<file path="config.mk">
export PLATFORM = sky130hd
export DESIGN_NAME = io_step_seq_flat
export DESIGN_NICKNAME = d
export VERILOG_FILES = /design/src/rtl/io_step_seq_if.sv /design/src/rtl/io_step_seq.sv /design/src/flat_wrapper.sv
export SDC_FILE = /design/constraint.sdc
export NUM_CORES = 1
export LEC_CHECK = 0
export BUFFER_PORTS_ARGS = -buffer_cell sky130_fd_sc_hd__buf_2
export CAP_MARGIN = 10
export CORE_UTILIZATION = 35
export DETAILED_ROUTE_END_ITERATION = 10
export GPL_TIMING_DRIVEN = 0
export PLACE_DENSITY = 0.69
export SYNTH_ARGS = -nofsm -noshare
export SYNTH_HDL_FRONTEND = slang
export SYNTH_SLANG_ARGS = --single-unit
</file>
<file path="constraint.sdc">
create_clock -name clock -period 1.9 [get_ports clock]
set_input_delay 0.38 -clock clock [delete_from_list [all_inputs] [get_ports clock]]
set_output_delay 0.38 -clock clock [all_outputs]
set_load 0.05 [all_outputs]
</file>
<file path="src/rtl/io_step_seq_if.sv">
// Control bundle between io_step_seq and the bus datapath / I/O device.
// start, mem_ready and dev_ready are level qualifiers: start is taken only in IDLE, mem_ready and dev_ready only in T1 and T3.
interface io_step_seq_if;
  logic       start;
  logic [4:0] opcode;
  logic       mem_ready;
  logic       dev_ready;

  logic PCout, MARin, IncPC, Zlowin, Zlowout, PCin, MDRin, read;
  logic MDRout, IRin, Gra, Rin, Rout, InPortout, OutPortin;

  logic       busy;
  logic       done;
  logic       err_flag;
  logic [3:0] step;

  modport master (
    input  start, opcode, mem_ready, dev_ready,
    output PCout, MARin, IncPC, Zlowin, Zlowout, PCin, MDRin, read,
           MDRout, IRin, Gra, Rin, Rout, InPortout, OutPortin,
           busy, done, err_flag, step
  );

  modport slave (
    output start, opcode, mem_ready, dev_ready,
    input  PCout, MARin, IncPC, Zlowin, Zlowout, PCin, MDRin, read,
           MDRout, IRin, Gra, Rin, Rout, InPortout, OutPortin,
           busy, done, err_flag, step
  );
endinterface

</file>
<file path="src/rtl/io_step_seq.sv">
// Hardwired fetch + in/out sequencer driving the bus datapath strobes.
// Optional macro IO_TIMEOUT_EN adds the T3 device-ready timeout to ERR.
module io_step_seq #(
    parameter logic [4:0] OP_IN       = 5'b10110,
    parameter logic [4:0] OP_OUT      = 5'b10111,
    parameter int         MEM_WAIT    = 0,
    parameter int         DEV_TIMEOUT = 15
) (
    input logic          clock,
    input logic          clear,
    io_step_seq_if.master io
);

    localparam logic [3:0] S_IDLE = 4'd0;
    localparam logic [3:0] S_T0   = 4'd1;
    localparam logic [3:0] S_T1   = 4'd2;
    localparam logic [3:0] S_T2   = 4'd3;
    localparam logic [3:0] S_T3   = 4'd4;
    localparam logic [3:0] S_DONE = 4'd5;
    localparam logic [3:0] S_ERR  = 4'd6;

    localparam logic [3:0] WAIT_LIMIT = 4'(MEM_WAIT);

    if (MEM_WAIT < 0 || MEM_WAIT > 15) begin : g_bad_mem_wait
        $error("io_step_seq: MEM_WAIT must be 0..15");
    end
    if (DEV_TIMEOUT < 1 || DEV_TIMEOUT > 255) begin : g_bad_dev_timeout
        $error("io_step_seq: DEV_TIMEOUT must be 1..255");
    end

    logic [3:0] state;
    logic [3:0] state_nx;
    logic [3:0] wait_cnt;
    logic       err_q;
    logic       mem_go;
    logic       tmo_hit;
    logic       is_in;
    logic       is_out;

    assign is_in  = (io.opcode == OP_IN);
    assign is_out = (io.opcode == OP_OUT);
    assign mem_go = (wait_cnt >= WAIT_LIMIT) && io.mem_ready;

`ifdef IO_TIMEOUT_EN
    localparam logic [8:0] TMO_LIMIT = 9'(DEV_TIMEOUT);
    logic [7:0] tmo_cnt;

    // tmo_cnt counts completed dev_ready=0 T3 cycles; this cycle is one more.
    assign tmo_hit = ({1'b0, tmo_cnt} + 9'd1) >= TMO_LIMIT;

    always_ff @(posedge clock or negedge clear) begin
        if (!clear) begin
            tmo_cnt <= 8'd0;
        end else if (state == S_T3 && state_nx == S_T3) begin
            tmo_cnt <= tmo_cnt + 8'd1;
        end else begin
            tmo_cnt <= 8'd0;
        end
    end
`else
    assign tmo_hit = 1'b0;
`endif

    always_comb begin
        state_nx = S_IDLE;
        case (state)
            S_IDLE: state_nx = io.start ? S_T0 : S_IDLE;
            S_T0:   state_nx = S_T1;
            S_T1:   state_nx = mem_go ? S_T2 : S_T1;
            S_T2:   state_nx = S_T3;
            S_T3: begin
                // dev_ready is checked before the timeout so a late ready still succeeds
                if (!(is_in || is_out))  state_nx = S_ERR;
                else if (io.dev_ready)   state_nx = S_DONE;
                else if (tmo_hit)        state_nx = S_ERR;
                else                     state_nx = S_T3;
            end
            S_DONE: state_nx = S_IDLE;
            S_ERR:  state_nx = S_IDLE;
            default: state_nx = S_IDLE;
        endcase
    end

    always_ff @(posedge clock or negedge clear) begin
        if (!clear) begin
            state    <= S_IDLE;
            wait_cnt <= 4'd0;
            err_q    <= 1'b0;
        end else begin
            state <= state_nx;

            // Saturating so the first-cycle decode (wait_cnt==0) never repeats
            if (state == S_T1 && !mem_go) begin
                if (wait_cnt != 4'hF) wait_cnt <= wait_cnt + 4'd1;
            end else begin
                wait_cnt <= 4'd0;
            end

            if (state == S_IDLE && io.start) err_q <= 1'b0;
            else if (state_nx == S_ERR)      err_q <= 1'b1;
        end
    end

    always_comb begin
        io.PCout     = 1'b0;
        io.MARin     = 1'b0;
        io.IncPC     = 1'b0;
        io.Zlowin    = 1'b0;
        io.Zlowout   = 1'b0;
        io.PCin      = 1'b0;
        io.MDRin     = 1'b0;
        io.read      = 1'b0;
        io.MDRout    = 1'b0;
        io.IRin      = 1'b0;
        io.Gra       = 1'b0;
        io.Rin       = 1'b0;
        io.Rout      = 1'b0;
        io.InPortout = 1'b0;
        io.OutPortin = 1'b0;
        case (state)
            S_T0: begin
                io.PCout  = 1'b1;
                io.MARin  = 1'b1;
                io.IncPC  = 1'b1;
                io.Zlowin = 1'b1;
            end
            S_T1: begin
                io.read  = 1'b1;
                io.MDRin = 1'b1;
                if (wait_cnt == 4'd0) begin
                    io.Zlowout = 1'b1;
                    io.PCin    = 1'b1;
                end
            end
            S_T2: begin
                io.MDRout = 1'b1;
                io.IRin   = 1'b1;
            end
            S_T3: begin
                if (is_in) begin
                    io.Gra       = 1'b1;
                    io.Rin       = io.dev_ready;
                    io.InPortout = io.dev_ready;
                end else if (is_out) begin
                    io.Gra       = 1'b1;
                    io.Rout      = io.dev_ready;
                    io.OutPortin = io.dev_ready;
                end
            end
            default: ;
        endcase
    end

    assign io.busy     = (state != S_IDLE);
    assign io.done     = (state == S_DONE);
    assign io.err_flag = err_q;
    assign io.step     = state;

endmodule

</file>
<file path="src/flat_wrapper.sv">
// flat-port wrapper written by rule: the top's interface ports become plain ports
module io_step_seq_flat 
#(
    parameter logic [4:0] OP_IN       = 5'b10110,
    parameter logic [4:0] OP_OUT      = 5'b10111,
    parameter int         MEM_WAIT    = 0,
    parameter int         DEV_TIMEOUT = 15
)
  (clock, clear, io_start, io_opcode, io_mem_ready, io_dev_ready, io_PCout, io_MARin, io_IncPC, io_Zlowin, io_Zlowout, io_PCin, io_MDRin, io_read, io_MDRout, io_IRin, io_Gra, io_Rin, io_Rout, io_InPortout, io_OutPortin, io_busy, io_done, io_err_flag, io_step);
  io_step_seq_if io_i ();
  input logic clock;
  input logic clear;
  input wire logic [$bits(io_i.start)-1:0] io_start;
  input wire logic [$bits(io_i.opcode)-1:0] io_opcode;
  input wire logic [$bits(io_i.mem_ready)-1:0] io_mem_ready;
  input wire logic [$bits(io_i.dev_ready)-1:0] io_dev_ready;
  output wire logic [$bits(io_i.PCout)-1:0] io_PCout;
  output wire logic [$bits(io_i.MARin)-1:0] io_MARin;
  output wire logic [$bits(io_i.IncPC)-1:0] io_IncPC;
  output wire logic [$bits(io_i.Zlowin)-1:0] io_Zlowin;
  output wire logic [$bits(io_i.Zlowout)-1:0] io_Zlowout;
  output wire logic [$bits(io_i.PCin)-1:0] io_PCin;
  output wire logic [$bits(io_i.MDRin)-1:0] io_MDRin;
  output wire logic [$bits(io_i.read)-1:0] io_read;
  output wire logic [$bits(io_i.MDRout)-1:0] io_MDRout;
  output wire logic [$bits(io_i.IRin)-1:0] io_IRin;
  output wire logic [$bits(io_i.Gra)-1:0] io_Gra;
  output wire logic [$bits(io_i.Rin)-1:0] io_Rin;
  output wire logic [$bits(io_i.Rout)-1:0] io_Rout;
  output wire logic [$bits(io_i.InPortout)-1:0] io_InPortout;
  output wire logic [$bits(io_i.OutPortin)-1:0] io_OutPortin;
  output wire logic [$bits(io_i.busy)-1:0] io_busy;
  output wire logic [$bits(io_i.done)-1:0] io_done;
  output wire logic [$bits(io_i.err_flag)-1:0] io_err_flag;
  output wire logic [$bits(io_i.step)-1:0] io_step;
  assign io_i.start = io_start;
  assign io_i.opcode = io_opcode;
  assign io_i.mem_ready = io_mem_ready;
  assign io_i.dev_ready = io_dev_ready;
  assign io_PCout = io_i.PCout;
  assign io_MARin = io_i.MARin;
  assign io_IncPC = io_i.IncPC;
  assign io_Zlowin = io_i.Zlowin;
  assign io_Zlowout = io_i.Zlowout;
  assign io_PCin = io_i.PCin;
  assign io_MDRin = io_i.MDRin;
  assign io_read = io_i.read;
  assign io_MDRout = io_i.MDRout;
  assign io_IRin = io_i.IRin;
  assign io_Gra = io_i.Gra;
  assign io_Rin = io_i.Rin;
  assign io_Rout = io_i.Rout;
  assign io_InPortout = io_i.InPortout;
  assign io_OutPortin = io_i.OutPortin;
  assign io_busy = io_i.busy;
  assign io_done = io_i.done;
  assign io_err_flag = io_i.err_flag;
  assign io_step = io_i.step;
  io_step_seq #(.OP_IN(OP_IN), .OP_OUT(OP_OUT), .MEM_WAIT(MEM_WAIT), .DEV_TIMEOUT(DEV_TIMEOUT)) u_core (.clock(clock), .clear(clear), .io(io_i));
endmodule
</file>
==> metrics.csv <==
metric,value,unit
post-route core utilization,64.1,%
"most used cell, CP",buf_8,
mux share of post-synthesis cell area,3.36,%
die footprint,0.00187,mm²
fin crit share,107,%
Fin. Hold Viols,0,
CTS max path bufs,2,
Synth Cell Area,596,µm²
Hold Crit Endpoint,u_core.io.err_flag,
routed via count,584,
CP endpoint kind,output pin,
"Data required, critical path",1.52,ns
Clock power frac,8.0,%
Avg Inst Size Synth,9.16,µm²
Post-Synth Simple-Gate Area,31.3,%
Cell Rows,14,
pre-CTS setup slack,-0.0598,ns
share of cells above drive strength 1,60.6,%
worst-case clock skew,0.0107,ns
P_int,822,µW
Hold Crit Class,in2reg,
Worst Slack Setup Final,-0.140,ns
Placeable Area,0.00154,mm²
final setup fails,5,
root buffer cell,clkbuf_4,
first-pass iteration count of the detailed router,4,
GPL Wtd Cong,0.748,
"EDFF count, synth",0,
FF-to-FF Start,u_core.io.step[0],
HPWL after DPL,940,µm
worst hold path depth,2,
die extent in x,43.3,µm
Pwr Total,1730,µW
largest family of logic cells by synthesized area,simple AND/OR/NAND/NOR gates,
CP top delay family,simple AND/OR/NAND/NOR gates,
"antenna viol nets, final",0,
Leak Pwr,0.000495,µW
YS warnings,0,
I/O Buffers,30,
R2R Path End,u_core.wait_cnt[3],
Compound-Gate Fraction of Synth Area,6.72,%
Worst path max stage delay,0.43,ns
crit path max fanout,5,
synthesis-stage register bit count,8,
largest net degree at the start of global routing,11,
Worst-path clk slew,0.05,ns
crit path DAT,1.66,ns
CP bufs+invs,2,
worst skew pair latency,0.26,ns
DRT iter0 DRCs,11,
Max-Cap Viols,0,
critical path class,reg2out,
Ports,32,
R2R cell count,5,
fin crit period,2.04,ns
fin. max-slew vios,0,
global route total overflow,0,
TritonCTS Buffers,3,
adder-cell share of the synthesized area,4.20,%
xor/xnor share of the synthesized area,2.94,%
H-tree depth,1,
Min Hold Slack,0.352,ns
Yosys top cell area share,33.6,%
VDD IR-drop max,0.875,mV
CTS sink cnt,8,
highest-delay cell along the critical path,dfrtp_2,
Area Growth Syn to Fin,66.0,%
Nets,117,
Routed WL,1.27,mm
ANT cells,0,
failing checks,setup timing,
chip height,43.3,µm
switching pwr,912,µW
DRC viols,0,
Reg2Reg Setup Slack,0.51,ns
Yosys cell types,27,
syn nets,77,
cells after synthesis,65,
post-route insts no fill,120,
min-delay src,io_start,
crit-path cells,"or3b_4, nor2_4, and3b_2, buf_8, buf_8",
sw frac,52.6,%
first-pass GRT wire length,2.11,mm
Routed WL per cell,10.6,µm
fillcell total,133,
register area share after synthesis,33.6,%
commonest cells in the netlist,"buf_4, nor2_1, dfrtp_1",
antenna violations before repair,0,
status,finished with violations,
placed cells,111,
initial core utilization,38.6,%
"count leader, synth",buf_4,
"Primary FF master, synth",dfrtp_1,
startpoint types,flip-flop,
RSZ-0062 raised after global routing,yes,
P per Cell Area,1750,mW/mm²
Fmax,0.490,GHz
sequential power share,15.9,%
Async SR Flop Fraction,100,%
dominant cells by area after synthesis,"dfrtp_1, buf_4, nor2_1, ha_1, nand4b_4",
Vias per Instance,4.87,
Total Routing Usage GR,15.6,%
top cell type by total area after synthesis,dfrtp_1,
Logic pwr share,76.2,%
vias in the first global route,501,
CTS tree,yes,
-- worst reg2reg max path, stage by stage, from the launching register on --
cell and delay, ns:
dfrtp_2 0.43, buf_4 0.15, nor3b_4 0.27, buf_4 0.16, nand2b_1 0.10, nor3_1 0.21
-- how the worst max path moves through the flow --
stage | startpoint | to | cells after the start | slack [ns]
after floorplan | u_core.io.step[0] | io_Rin | 5 | -0.48
after global placement | u_core.io.step[0] | io_Rin | 6 | -0.05
after detailed placement | u_core.io.step[0] | io_Rin | 6 | -0.06
after CTS | u_core.io.step[0] | io_Rin | 5 | -0.16
after global routing | u_core.io.step[0] | io_Rin | 5 | -0.19
final | u_core.io.step[0] | io_Rin | 5 | -0.14
-- stage by stage --
stage	setup TNS [ns]	cell area, µm²
after floorplan	-2.88	659
after global placement	-0.0743	830
after detailed placement	-0.0916	830
after CTS	-0.520	917
after global routing	-0.775	988
final	-0.464	988
-- cell usage in the layout, fill, tap and decap left out, drive strengths merged --
master / n
and3b: 1
dfrtp: 8
nand3: 3
and3: 2
inv: 3
o21ai: 2
a311oi: 1
nor3: 2
clkbuf: 7
mux2i: 2
or3: 1
nand2b: 1
buf: 43
conb: 1
nor3b: 4
xnor2: 2
a31oi: 1
o32a: 1
nor2: 10
nand2: 3
nand4b: 1
dlygate4sd3: 1
ha: 2
or3b: 1
a21oi: 1
-- power groups by stage --
stage / clock network, µW / logic (µW) / registers [µW]
6_report: 138 / 1320 / 275
5_1_grt: 155 / 1390 / 284
4_1_cts: 146 / 1190 / 279
3_5_place_dp: 0 / 1160 / 266
3_3_place_gp: 0 / 1150 / 264
2_1_floorplan: 0 / 836 / 392
-- sequential cells by signal, summed over array words and instances (netlist names) --
name                count
u_core.wait_cnt         4
u_core.io.step          3
u_core.io.err_flag      1
-- metal layers --
layer	vias up	wire length, µm	track usage, %
li1	288	-	-
met1	273	503	19.2
met2	23	684	24.5
met3	0	83	6.38
met4	0	0	5.45
met5	-	0	0
-- cell type report --
class                   instances  area (µm²)  area share, %
flip-flops and latches          8         204           20.6
plain buffers                  10         105           10.6
well taps                      16        20.0           2.03
clock buffers                   4        26.3           2.66
repair buffers                 37         293           29.6
inverters                       3        11.3           1.14
multi-input cells              42         329           33.3
-- cells by family (layout without fill, tap and decap cells) --
group | count (synthesis) | after routing
AO/OA/AOI/OAI | 6 | 6
XOR/XNOR | 2 | 2
adder cells (fa/ha/maj) | 2 | 2
buffers and inverters | 15 | 54
flip-flops | 8 | 8
multiplexers | 2 | 2
other | 1 | 1
AND/OR/NAND/NOR | 29 | 29
-- what timing repair did --
item                                   CTS  global route
hold buffers                             1             0
setup buffers                            3             3
gates resized for setup                 16            11
pin swaps                                4             6
setup endpoints to repair               11            11
endpoints found under the hold margin    8             0
(Power assumes the default switching activity.)
